File: src/rtl/scaler_chan_n.sv
`default_nettype none
// ---------------------------------------------------------------------------
// scaler_chan_n : STAGES-bit tick counter with A/B phase pulses and a
//                 tear-free two-field channel read-out.          Rev 1.0
// ---------------------------------------------------------------------------
module scaler_chan_n #(
  parameter int STAGES  = 33,
  parameter int CW      = 14,
  parameter int LO_BASE = 6,
  parameter int HI_BASE = 20,
  parameter bit SNAP    = 1'b1
) (
  input  logic              CLOCK,
  input  logic              rst,
  input  logic              adv,
  input  logic              clr,
  input  logic              rd_lo_,
  input  logic              rd_hi_,
  output logic [STAGES-1:0] fs,
  output logic [STAGES-1:0] fa,
  output logic [STAGES-1:0] fb,
  output logic [CW-1:0]     chan_lo,
  output logic [CW-1:0]     chan_hi,
  output logic              ovf,
  output logic              ovf_s
);

  localparam logic [STAGES-1:0] C_ONE = {{(STAGES-1){1'b0}}, 1'b1};

  logic [STAGES-1:0] fs_q, fs_d;
  logic [STAGES-1:0] fa_q, fa_d;
  logic [STAGES-1:0] fb_q, fb_d;
  logic              ovf_q, ovf_d;
  logic              ovf_s_q, ovf_s_d;
  logic [CW-1:0]     shadow_q, shadow_d;
  logic              snap_v_q, snap_v_d;
  logic              lo_q, hi_q;
  logic              lo_arm_q, lo_arm_d;
  logic              w_lo_fall;
  logic              w_hi_end;

  always_comb begin
    fs_d     = fs_q;
    ovf_d    = 1'b0;
    ovf_s_d  = ovf_s_q;
    shadow_d = shadow_q;
    snap_v_d = snap_v_q;
    // A strobe held low across reset release is not a fall until it has been seen high.
    lo_arm_d  = lo_arm_q | rd_lo_;
    w_lo_fall = !rd_lo_ && lo_q && lo_arm_q;
    w_hi_end  = rd_hi_ && !hi_q;

    if (clr) begin
      fs_d     = '0;
      ovf_s_d  = 1'b0;
      shadow_d = '0;
      snap_v_d = 1'b0;
    end else begin
      if (adv) begin
        fs_d    = fs_q + C_ONE;
        ovf_d   = &fs_q;
        ovf_s_d = ovf_s_q | (&fs_q);
      end
      // Capture the pre-increment high field so a lo/hi read pair never tears.
      if (w_lo_fall) begin
        shadow_d = fs_q[HI_BASE-1 +: CW];
        snap_v_d = 1'b1;
      end else if (w_hi_end) begin
        snap_v_d = 1'b0;
      end
    end

    fa_d = fs_d & ~fs_q;
    fb_d = ~fs_d & fs_q;
  end

  always_ff @(posedge CLOCK or negedge rst) begin
    if (!rst) begin
      fs_q     <= '0;
      fa_q     <= '0;
      fb_q     <= '0;
      ovf_q    <= 1'b0;
      ovf_s_q  <= 1'b0;
      shadow_q <= '0;
      snap_v_q <= 1'b0;
      lo_q     <= 1'b1;
      hi_q     <= 1'b1;
      lo_arm_q <= 1'b0;
    end else begin
      fs_q     <= fs_d;
      fa_q     <= fa_d;
      fb_q     <= fb_d;
      ovf_q    <= ovf_d;
      ovf_s_q  <= ovf_s_d;
      shadow_q <= shadow_d;
      snap_v_q <= snap_v_d;
      lo_q     <= rd_lo_;
      hi_q     <= rd_hi_;
      lo_arm_q <= lo_arm_d;
    end
  end

  assign fs    = fs_q;
  assign fa    = fa_q;
  assign fb    = fb_q;
  assign ovf   = ovf_q;
  assign ovf_s = ovf_s_q;

  assign chan_lo = rd_lo_ ? '0 : fs_q[LO_BASE-1 +: CW];
  assign chan_hi = rd_hi_ ? '0 :
                   ((SNAP && snap_v_q) ? shadow_q : fs_q[HI_BASE-1 +: CW]);

endmodule
`default_nettype wire

File: config.mk
export PLATFORM = sky130hd
export DESIGN_NAME = scaler_chan_n
export DESIGN_NICKNAME = d
export VERILOG_FILES = /design/src/rtl/scaler_chan_n.sv
export SDC_FILE = /design/constraint.sdc
export NUM_CORES = 1
export LEC_CHECK = 0
export BUFFER_PORTS_ARGS = -buffer_cell sky130_fd_sc_hd__clkbuf_2
export CAP_MARGIN = 20
export CELL_PAD_IN_SITES_DETAIL_PLACEMENT = 0
export CELL_PAD_IN_SITES_GLOBAL_PLACEMENT = 1
export CORE_AREA = 2 2 112 114
export CTS_CLUSTER_DIAMETER = 60
export CTS_CLUSTER_SIZE = 30
export DETAILED_ROUTE_END_ITERATION = 10
export DIE_AREA = 0 0 114 116
export PLACE_DENSITY_LB_ADDON = 0.15
export SLEW_MARGIN = 10
export SYNTH_ARGS = -nofsm -noshare
export SYNTH_HDL_FRONTEND = slang
export SYNTH_SLANG_ARGS = --single-unit
File: constraint.sdc
create_clock -name CLOCK -period 3.8 [get_ports CLOCK]
set_input_delay 0.57 -clock CLOCK [delete_from_list [all_inputs] [get_ports CLOCK]]
set_output_delay 0.57 -clock CLOCK [all_outputs]
set_load 0.01 [all_outputs]
======== After elaboration in Yosys (flattened, before gate mapping) ========
Cells that the tools add are included.
storage, ports and cells
  input port bits ......................... 6
  word-level logic and storage cells ...... 40
  flip-flop bits (word level) ............. 119
operators by class
  bitwise logic cells ..................... 6
  multiplexer cells ....................... 14
  reduce and logical (&&, ||, !) cells .... 9
  add/subtract/negate cells ............... 1
operator list
  kind                                                             count
  14-bit 2-to-1 mux                                                5
  33-bit AND                                                       2
  33-bit 2-to-1 mux                                                2
  33-bit NOT                                                       2
  33-bit by 1-bit adder with 33-bit output, second input constant  1
  33-bit AND reduction                                             1
  1-bit 2-to-1 mux                                                 7
  2-bit nonzero test                                               2
  1-bit logical AND                                                3
  3-bit nonzero test                                               1
  1-bit zero test                                                  2
  1-bit OR                                                         2

======== Depth between registers and ports, before layout ========
Gate-level depths: netlist of the first run.
  depth in word-level cells ............... 5
  mapped depth ............................ 9
  mapped depth without buffers ............ 7

======== Worst setup path after synthesis of the first run ========
No wires, ideal clock.
  path type ............................... flip-flop to flip-flop
  start point ............................. register fs_q[19], in the netlist fs[19]
  end point ............................... register fb_q[32], in the netlist fb[32]
  arrival ................................. 2.224 ns
  setup time .............................. 0.084 ns
  setup slack ............................. 1.492 ns
  stages on the path, launching flop included .. 10
  clock period less this slack ............ 2.308 ns
  cells stage by stage .................... dfrtp_1 -> clkbuf_1 -> and4_1 -> clkbuf_1 -> nand2_1 -> or2_2 -> nor4_1 -> ha_1 -> nand2b_1 -> a21boi_0
between the ends
  word-level cells in the longest chain between the ends .. 5
RTL lines
  what                                      line  RTL
  from (decl)                               30    logic [STAGES-1:0] fs_q, fs_d;
  from (signal assigned)                    90    fs_q <= fs_d;
  33-bit by 1-bit adder with 33-bit output  60    fs_d = fs_q + C_ONE;
  33-bit 2-to-1 mux                         59    if (adv) begin
  33-bit 2-to-1 mux                         53    if (clr) begin
  33-bit NOT                                74    fb_d = ~fs_d & fs_q;
  33-bit AND                                74
  via fb_d[32]                              32    logic [STAGES-1:0] fb_q, fb_d;
  to (signal assigned)                      81    fb_q <= '0;
  to (signal assigned)                      92    fb_q <= fb_d;
  to (decl)                                 32
The timed path passes the listed nets, and every way through them passes these cells.
A chain may end at the register's enable or synchronous reset.

======== Final worst setup path of the first run ========
  start point ............................. register fs_q[1], in the netlist fs[1]
  end point ............................... register fs_q[28], in the netlist fs[28]
between the ends
  word-level cells in the longest chain between the ends .. 3
RTL lines
  what                                      line
  33-bit by 1-bit adder with 33-bit output  60
  33-bit 2-to-1 mux                         59
  33-bit 2-to-1 mux                         53
  via fs_d[28]                              30
The timed path passes the listed nets, and every way through them passes these cells.

==> flow_summary.json, run 1 <==
{
  "start_kind": "flop",
  "critPathCaptureType": "flop",
  "r2r-start": "fs[1]",
  "cts.clk_slew.worst_paths_ps": 60,
  "grt_max_degree": 79,
  "drt-initial-drc-count": 275,
  "port_buffers": 134,
  "synth-simple-area-share_pct": 21.70,
  "gr-total-overflow": 0,
  "dpl.hpwl_mm": 9.470,
  "setup_tns_ps": 0,
  "power.internal_uw": 2532,
  "layout_common_cells": "clkbuf_2 (132), dfrtp_1 (117), nor2_1 (41), nor3_1 (24)",
  "min_path_type": "in -> async",
  "synth_edf_count": 0,
  "antenna_found_initial": 0,
  "layout_min_cycle_time_ps": 2565,
  "start_util_pct": 43.32,
  "antennaDiodeCount": 0,
  "synth-seq-cells": 119,
  "yosys.area.top_type": "dfrtp_1",
  "viasPerCell": 5.582,
  "detail_route.first_pass.iterations": 5,
  "cellPowerDensity_nw_per_um2": 484.8,
  "core_um2": 11910,
  "holdWs_ps": 309.1,
  "syn_area_per_cell_um2": 10.77,
  "mostFrequentLayoutCell": "clkbuf_2",
  "ir_worst_vdd_uv": 453.7,
  "synth.distinct_cells": 42,
  "dieArea_um2": 13220,
  "synth_compound_area_share_pct": 10.91,
  "power_leakage_uw": 0.003121,
  "cts_setup_buffers": 0,
  "worst-setup-path-type": "reg -> reg",
  "io_pins": 135,
  "synth.area.top_cells": "dfrtp_1 (57%), o21a_1 (3.3%), mux2i_1 (3.1%)",
  "reg2reg_slack_ps": 1240,
  "grt_pass1_vias": 4122,
  "arrival_ps": 2900,
  "synth_top_area_share_pct": 56.74,
  "drcViolationCount": 0,
  "ant_nets": 0,
  "wl_per_cell_um": 18.63,
  "cp-startpoint": "fs[1]",
  "skew_ps": 8.918,
  "period_share_pct": 67.49,
  "ctsResizeCount": 0,
  "setup_violations": 0,
  "die_w_um": 114,
  "dpl_cell_area_um2": 5863,
  "syn_area_um2": 5160,
  "swShare_pct": 20.06,
  "synth_fa_ha_area_share_pct": 0.4850,
  "fin_area_um2": 6534,
  "fmax_ghz": 0.3899,
  "ctsLongestPathBuffers": 2,
  "synth_top_family_by_area": "simple AND/OR/NAND/NOR gates",
  "ctsHoldBuffers": 0,
  "cts_root_buf": "clkbuf_16",
  "routed_wl_mm": 13.99,
  "grtUsageTotal_pct": 21.93,
  "insertion_delay_ps": 420,
  "worstPathRequired_ps": 4130,
  "synth-async-reset-ratio_pct": 100.0,
  "routed-via-count": 4192,
  "total_power_uw": 3168,
  "syn_inst": 479,
  "synth_warnings": 0,
  "synthXorXnorAreaFrac_pct": 2.037,
  "slew_headroom_pct": 29.29,
  "drive_above_1_share_pct": 29.97,
  "area_growth_pct": 26.62,
  "ys.flop_type": "dfrtp_1",
  "cp_max_fo": 17,
  "synth-seq-area-share_pct": 57.76,
  "power.switching_uw": 635.5,
  "nets": 599,
  "synth_mux_area_share_pct": 3.322,
  "rsz0062_at_grt": "no",
  "clkPwrFrac_pct": 56.5,
  "cts_buffers": 17,
  "nFillCells": 1083,
  "r2r.worst_path.cells": 5,
  "r2r_end": "fs[28]",
  "drv_slew": 0,
  "status": "finished clean",
  "maxCapViolCount": 0,
  "cts.sinks": 119,
  "seq_power_share_pct": 40.7,
  "gp_congestion": 0.8525,
  "combPwrFrac_pct": 2.8,
  "tightestPinTransition_ps": 1057,
  "htreeDepth": 4,
  "grt_pass1_wl_mm": 22.03,
  "synthesis.nets": 487,
  "cts_tree": "built",
  "row_count": 40,
  "hold_viol": 0,
  "die_h_um": 116
}
==> power by group through the flow <==
stage | registers [µW] | logic [µW] | clock network [µW]
6_report | 1290 | 88.8 | 1790
4_1_cts | 1290 | 91.4 | 1820
5_1_grt | 1290 | 100 | 1880
3_3_place_gp | 1310 | 89.9 | 0
3_5_place_dp | 1310 | 91.2 | 0
2_1_floorplan | 1310 | 45.2 | 0
==> registers in the layout, summed over array words and instances (netlist names) <==
signal	count
fa	33
fb	33
fs	33
hi_q	1
lo_arm_q	1
lo_q	1
ovf	1
ovf_s	1
shadow_q	14
snap_v_q	1
==> critical path: stages, from the launching register on <==
cell	delay (ps)
dfrtp_1	490
ha_1	290
and2_0	300
nand4_1	570
or4_1	670
a21oi_1	160
==> final cells by class <==
class	instances	area, µm²	share of cell area, %
flip-flops and latches	119	2980	45.61
multi-input cells	312	1984	30.37
repair buffers	138	703.2	10.76
clock buffers	25	535.5	8.196
well taps	147	183.9	2.815
clock inverters	7	135.1	2.068
inverters	3	11.26	0.1723
==> synth_stat cells, types with 2 or more instances <==
cell / number
and3_1: 5
nand4_1: 12
xor2_1: 3
a22o_1: 14
ha_1: 2
o21a_1: 23
nor2b_1: 19
mux2i_1: 16
dfstp_2: 2
nand2b_1: 4
nand3_1: 13
clkbuf_1: 32
or2_2: 5
o21ai_0: 8
buf_2: 5
nor4_1: 23
inv_1: 3
and4_1: 7
nor2_1: 41
nand2_1: 17
nor3_1: 24
or3_1: 7
o31ai_1: 10
buf_1: 6
or4_1: 14
dfrtp_1: 117
and2_1: 3
a21oi_1: 17
a21boi_0: 6
xnor2_1: 9
==> kinds of logic (layout without fill, tap and decap cells) <==
| family | count (synthesis) | count (layout) |
|---|---|---|
| adders and majority gates | 2 | 2 |
| AOI/OAI and AO/OA | 81 | 81 |
| buffers and inverters | 48 | 173 |
| and+or+nand+nor | 200 | 200 |
| xor gates and xnor gates | 12 | 12 |
| muxes | 17 | 17 |
| DFF | 119 | 119 |
==> worst max-delay path by stage <==
stage	slack (ps)	to	cells after the start
after floorplan	1490	fb[32]	9
after global placement	1340	fs[24]	5
after detailed placement	1190	fs[24]	5
after CTS	1250	fs[28]	5
after global routing	1020	fs[28]	5
final	1240	fs[28]	5
==> per-layer routing <==
| metal | track usage, % | wire length, µm | part of all wire, % | vias up |
|---|---|---|---|---|
| met5 | 0 | 0 | 0 | - |
| met4 | 8.130 | 182 | 1.3 | 0 |
| met3 | 5.962 | 691 | 4.9 | 19 |
| met2 | 36.19 | 7070 | 51 | 130 |
| met1 | 27.87 | 6050 | 43 | 2096 |
| li1 | - | - | - | 1947 |
==> metrics by stage <==
| step | std cells | setup WS, ps | utilization, % |
|---|---|---|---|
| finish | 751 | 1235 | 54.85 |
| global route | 751 | 1019 | 54.85 |
| CTS | 751 | 1254 | 54.85 |
| detailed placement | 719 | 1192 | 49.22 |
| global placement | 719 | 1336 | 49.22 |
| floorplan | 479 | 1492 | - |
Note: power is estimated with default switching activity, not from simulation.
==> inputs of run 2 (changes only) <==
- CORE_AREA: 2 2 112 114 -> 2 2 122 124
- DIE_AREA: 0 0 114 116 -> 0 0 124 126
- clock period: 3.8 -> 2.05 ns (I/O delays scaled with it)
==> flow_summary.json, run 2 (synthesis gave the netlist of run 1 again) <==
{
  "status": "finished clean",
  "io_pins": 135,
  "start_kind": "flop",
  "ant_nets": 0,
  "multiInputGateArea_um2": 2008,
  "dpl_cell_area_um2": 6414,
  "insertion_delay_ps": 420,
  "cts.sinks": 119,
  "critPathCaptureType": "flop",
  "fin_area_um2": 7067,
  "cp-startpoint": "fs[12]",
  "die_w_um": 124,
  "core_um2": 14310,
  "final_util_pct": 49.37,
  "drt-initial-drc-count": 163,
  "setup_violations": 0,
  "cts_root_buf": "clkbuf_16",
  "htreeDepth": 4,
  "detail_route.first_pass.iterations": 4,
  "antenna_found_initial": 0,
  "grt_pass1_wl_mm": 23.07,
  "mostFrequentLayoutCell": "clkbuf_2",
  "dieArea_um2": 15620,
  "maxCapViolCount": 0,
  "grtUsageTotal_pct": 19.27,
  "row_count": 44,
  "worst-setup-path-type": "reg -> reg",
  "grt_pass1_vias": 4409,
  "skew_ps": 10.93,
  "tightestPinTransition_ps": 991.2,
  "cts_setup_buffers": 0,
  "grt_max_degree": 90,
  "period_share_pct": 97.15,
  "dpl.hpwl_mm": 10.34,
  "ctsLongestPathBuffers": 2,
  "hold_viol": 0,
  "die_h_um": 126,
  "routed_wl_mm": 14.74,
  "nets": 661,
  "min_path_type": "in -> reg",
  "worstPathRequired_ps": 2380,
  "hp-start": "rd_hi_",
  "ir_worst_vdd_uv": 422.5,
  "drcViolationCount": 0,
  "start_util_pct": 36.05,
  "wl_per_cell_um": 17.34,
  "port_buffers": 134,
  "routed-via-count": 4396,
  "nFillCells": 1335,
  "slew_headroom_pct": 33.68,
  "cellPowerDensity_nw_per_um2": 802.5,
  "cts_buffers": 17,
  "arrival_ps": 2330,
  "drive_above_1_share_pct": 37.24,
  "total_power_uw": 5671,
  "power_leakage_uw": 0.003413,
  "cts_tree": "built",
  "fmax_ghz": 0.5021,
  "seq_area_um2": 2982,
  "layout_common_cells": "clkbuf_2 (132), dfrtp_1 (116), buf_4 (63), nor2_1 (41), nor3_1 (24)",
  "drv_slew": 0,
  "antennaDiodeCount": 0,
  "cts.clk_slew.worst_paths_ps": 60,
  "gr-total-overflow": 0,
  "viasPerCell": 5.172,
  "area_growth_pct": 36.95,
  "r2r-start": "fs[12]",
  "cp_max_fo": 14,
  "gp_congestion": 0.8122,
  "layout_min_cycle_time_ps": 1992
}
[run 2: cell types whose count changed in the layout (fill, tap and decap cells not counted), sizes merged]
| cell | before | now |
|---|---|---|
| dlygate4sd3 | 0 | 1 |
| clkbuf | 157 | 153 |
| buf | 6 | 67 |
| bufinv | 4 | 3 |
| clkinvlp | 0 | 5 |
[run 2: report_power, final]
group | internal, µW | switching [µW] | total (µW) | leakage [µW]
logic | 58.0 | 145 | 203 | 0.00147
clock network | 2030 | 1060 | 3090 | 0.000293
registers | 2370 | 8.57 | 2380 | 0.00165
total | 4460 | 1210 | 5670 | 0.00341
[run 2: worst paths after layout]
kind	end	slack, ps	depth (start not counted)
max in group asynchronous	fb[13]	1240	3
min in group asynchronous	shadow_q[2]	430	3
worst min-delay path	hi_q	170	1
worst max register to register	fs[21]	60	5
worst max-delay path	fs[21]	60	5
worst min register to register	lo_arm_q	470	1
[run 2: worst max-delay path: stages, from the launching register on]
cell     delay (ps)
dfrtp_1         410
nand4_4         130
or4_4           670
buf_4           200
or3_1           340
a21oi_1         160
[run 2: repair_timing]
item | in CTS | in global routing
hold buffers | 1 | 0
endpoints found under the hold margin | 117 | 0
setup endpoints to repair | 1 | 9
gates resized for setup | 1 | 3
pin swaps | 0 | 1
[run 2: layout make-up]
class | instances | share of cell area, %
Sequential cell | 119 | 42.19
Inverter | 3 | 0.1593
Timing Repair Buffer | 200 | 17.10
Clock inverter | 11 | 2.072
Tap cell | 184 | 3.258
Multi-Input combinational cell | 312 | 28.42
Clock buffer | 21 | 6.799
[run 2: metal layers]
layer | global-route usage [%] | vias to the layer above | wire, µm
met5 | 0 | - | 0
met4 | 7.667 | 0 | 323
met3 | 4.574 | 27 | 673
met2 | 30.96 | 121 | 7134
met1 | 25.04 | 2182 | 6605
li1 | - | 2066 | -
[run 2: metrics by stage]
step	std cells	setup TNS, ps	setup slack [ps]	hold WS [ps]
floorplan	479	-4.324	-4.324	11.91
global placement	817	0	56.03	330.4
detailed placement	817	0	22.42	325.9
CTS	850	0	2.650	171.4
global route	850	-9.871	-5.682	196.1
finish	850	0	58.47	171.0
==> inputs of run 3 (changes only) <==
- CORE_AREA: 2 2 122 124 -> 2 2 140 108
- DIE_AREA: 0 0 124 126 -> 0 0 142 110
==> flow_summary.json, run 3 (synthesis gave the netlist of run 1 again) <==
{
  "status": "finished clean",
  "r2r_end": "fs[23]",
  "worstPathRequired_ps": 2370,
  "hold_end": "hi_q",
  "fin_ws_ps": 73.56,
  "slew_headroom_pct": 31.39,
  "fin_area_um2": 7126,
  "ant_nets": 0,
  "ctsLongestPathBuffers": 2,
  "min_path_type": "in -> reg",
  "swShare_pct": 21.65,
  "cts.sinks": 119,
  "ir_worst_vdd_uv": 446.5,
  "setup_violations": 0,
  "insertion_delay_ps": 410,
  "drt-initial-drc-count": 249,
  "layout_min_cycle_time_ps": 1976,
  "setup_tns_ps": 0,
  "grt_pass1_wl_mm": 23.85,
  "tightestPinTransition_ps": 1025,
  "hold_viol": 0,
  "critPathCaptureType": "flop",
  "combPwrFrac_pct": 4.0,
  "htreeDepth": 4,
  "dpl.hpwl_mm": 10.75,
  "antenna_found_initial": 0,
  "die_h_um": 110,
  "io_pins": 135,
  "viasPerCell": 5.178,
  "power_leakage_uw": 0.003455,
  "reg2reg_slack_ps": 70,
  "start_kind": "flop",
  "dieArea_um2": 15620,
  "routed-via-count": 4443,
  "gr-total-overflow": 0,
  "cts_buffers": 17,
  "fmax_ghz": 0.5060,
  "grtUsageTotal_pct": 20.25,
  "grt_pass1_vias": 4349,
  "nets": 674,
  "cts_tree": "built",
  "drv_slew": 0,
  "antennaDiodeCount": 0,
  "hp-start": "rd_hi_",
  "seq_power_share_pct": 46.0,
  "arrival_ps": 2300,
  "grt_max_degree": 64,
  "cellPowerDensity_nw_per_um2": 725.8,
  "port_buffers": 134,
  "area_growth_pct": 38.09,
  "period_share_pct": 96.41,
  "hold_path_depth": 1,
  "clkPwrFrac_pct": 50.0,
  "gp_congestion": 0.8655,
  "drcViolationCount": 0,
  "skew_ps": 10.59,
  "total_power_uw": 5172,
  "final_util_pct": 50.12,
  "maxCapViolCount": 0,
  "pre_cts_slack_ps": -91.36,
  "r2r-start": "fs[12]",
  "power.internal_uw": 4052,
  "core_um2": 14220,
  "wl_per_cell_um": 17.85,
  "r2r.worst_path.cells": 4,
  "dpl_cell_area_um2": 6474,
  "cp_max_fo": 12,
  "layout_common_cells": "clkbuf_2 (132), dfrtp_1 (114), buf_4 (74), nor2_1 (41), nor3_1 (24)",
  "cts_root_buf": "clkbuf_16",
  "worst-setup-path-type": "reg -> reg",
  "rsz0062_at_grt": "no",
  "drive_above_1_share_pct": 38.79,
  "mostFrequentLayoutCell": "clkbuf_2",
  "die_w_um": 142,
  "row_count": 38,
  "cts.clk_slew.worst_paths_ps": 50,
  "detail_route.first_pass.iterations": 4,
  "start_util_pct": 36.30,
  "routed_wl_mm": 15.31,
  "power.switching_uw": 1120
}
run 3: cell types whose count changed in the layout (fill, tap and decap cells not counted), sizes merged:
cell and change:
clkinvlp -5, clkbuf +6, clkinv +1, buf +13
bufinv -3
run 3: worst max path at each step:
| stage | from | end | slack (ps) | depth (start not counted) |
|---|---|---|---|---|
| 4_1_cts | fs[14] | fb[32] | 10 | 7 |
| 3_5_place_dp | fs[12] | fb[32] | -90 | 7 |
| 6_report | fs[12] | fs[23] | 70 | 4 |
| 3_3_place_gp | fs[12] | fa[23] | -40 | 4 |
| 5_1_grt | fs[13] | fs[17] | 3 | 5 |
| 2_1_floorplan | fs[12] | fb[32] | -4 | 8 |
run 3: per-layer routing:
metal	vias to the layer above	global-route usage [%]	part of all wire (%)	routed length, µm
met3	15	5.356	6.4	976
met5	-	0	0	0
li1	2104	-	-	-
met4	0	6.071	1.0	160
met1	2188	30.86	50	7717
met2	136	28.02	42	6458
run 3: area by class of cell:
| cell class | instances | area, µm² |
|---|---|---|
| Clock buffer | 27 | 493.0 |
| Clock inverter | 4 | 20.02 |
| Fill cell | 1341 | 7091 |
| Inverter | 3 | 11.26 |
| Multi-Input combinational cell | 312 | 2069 |
| Sequential cell | 119 | 2984 |
| Tap cell | 180 | 225.2 |
| Timing Repair Buffer | 213 | 1323 |
run 3: repair_timing:
item / 4_1_cts / 5_1_grt
gates resized for setup: 5 / 15
pin swaps: 2 / 8
hold buffers: 1 / 0
setup buffers: 0 / 6
setup endpoints to repair: 6 / 17
hold endpoints to repair: 28 / 0
run 3: critical path, stage by stage, from the launching register on:
cell and delay (ps):
dfrtp_2 410, nand4_4 140, or4_4 670, or4_1 510, a21oi_1 160
run 3: power by group through the flow:
stage                     Clock [µW]  Sequential, µW  Combinational [µW]
after floorplan                    0            2420                83.8
after global placement             0            2410                 208
after detailed placement           0            2420                 210
after CTS                       2660            2380                 213
after global routing            2770            2380                 232
final                           2590            2380                 209
run 3: stage by stage:
stage | hold WS [ps] | instances
2_1_floorplan | 11.91 | 479
5_1_grt | 196.4 | 858
3_3_place_gp | 302.3 | 820
3_5_place_dp | 299.6 | 820
4_1_cts | 175.4 | 852
6_report | 200.2 | 858
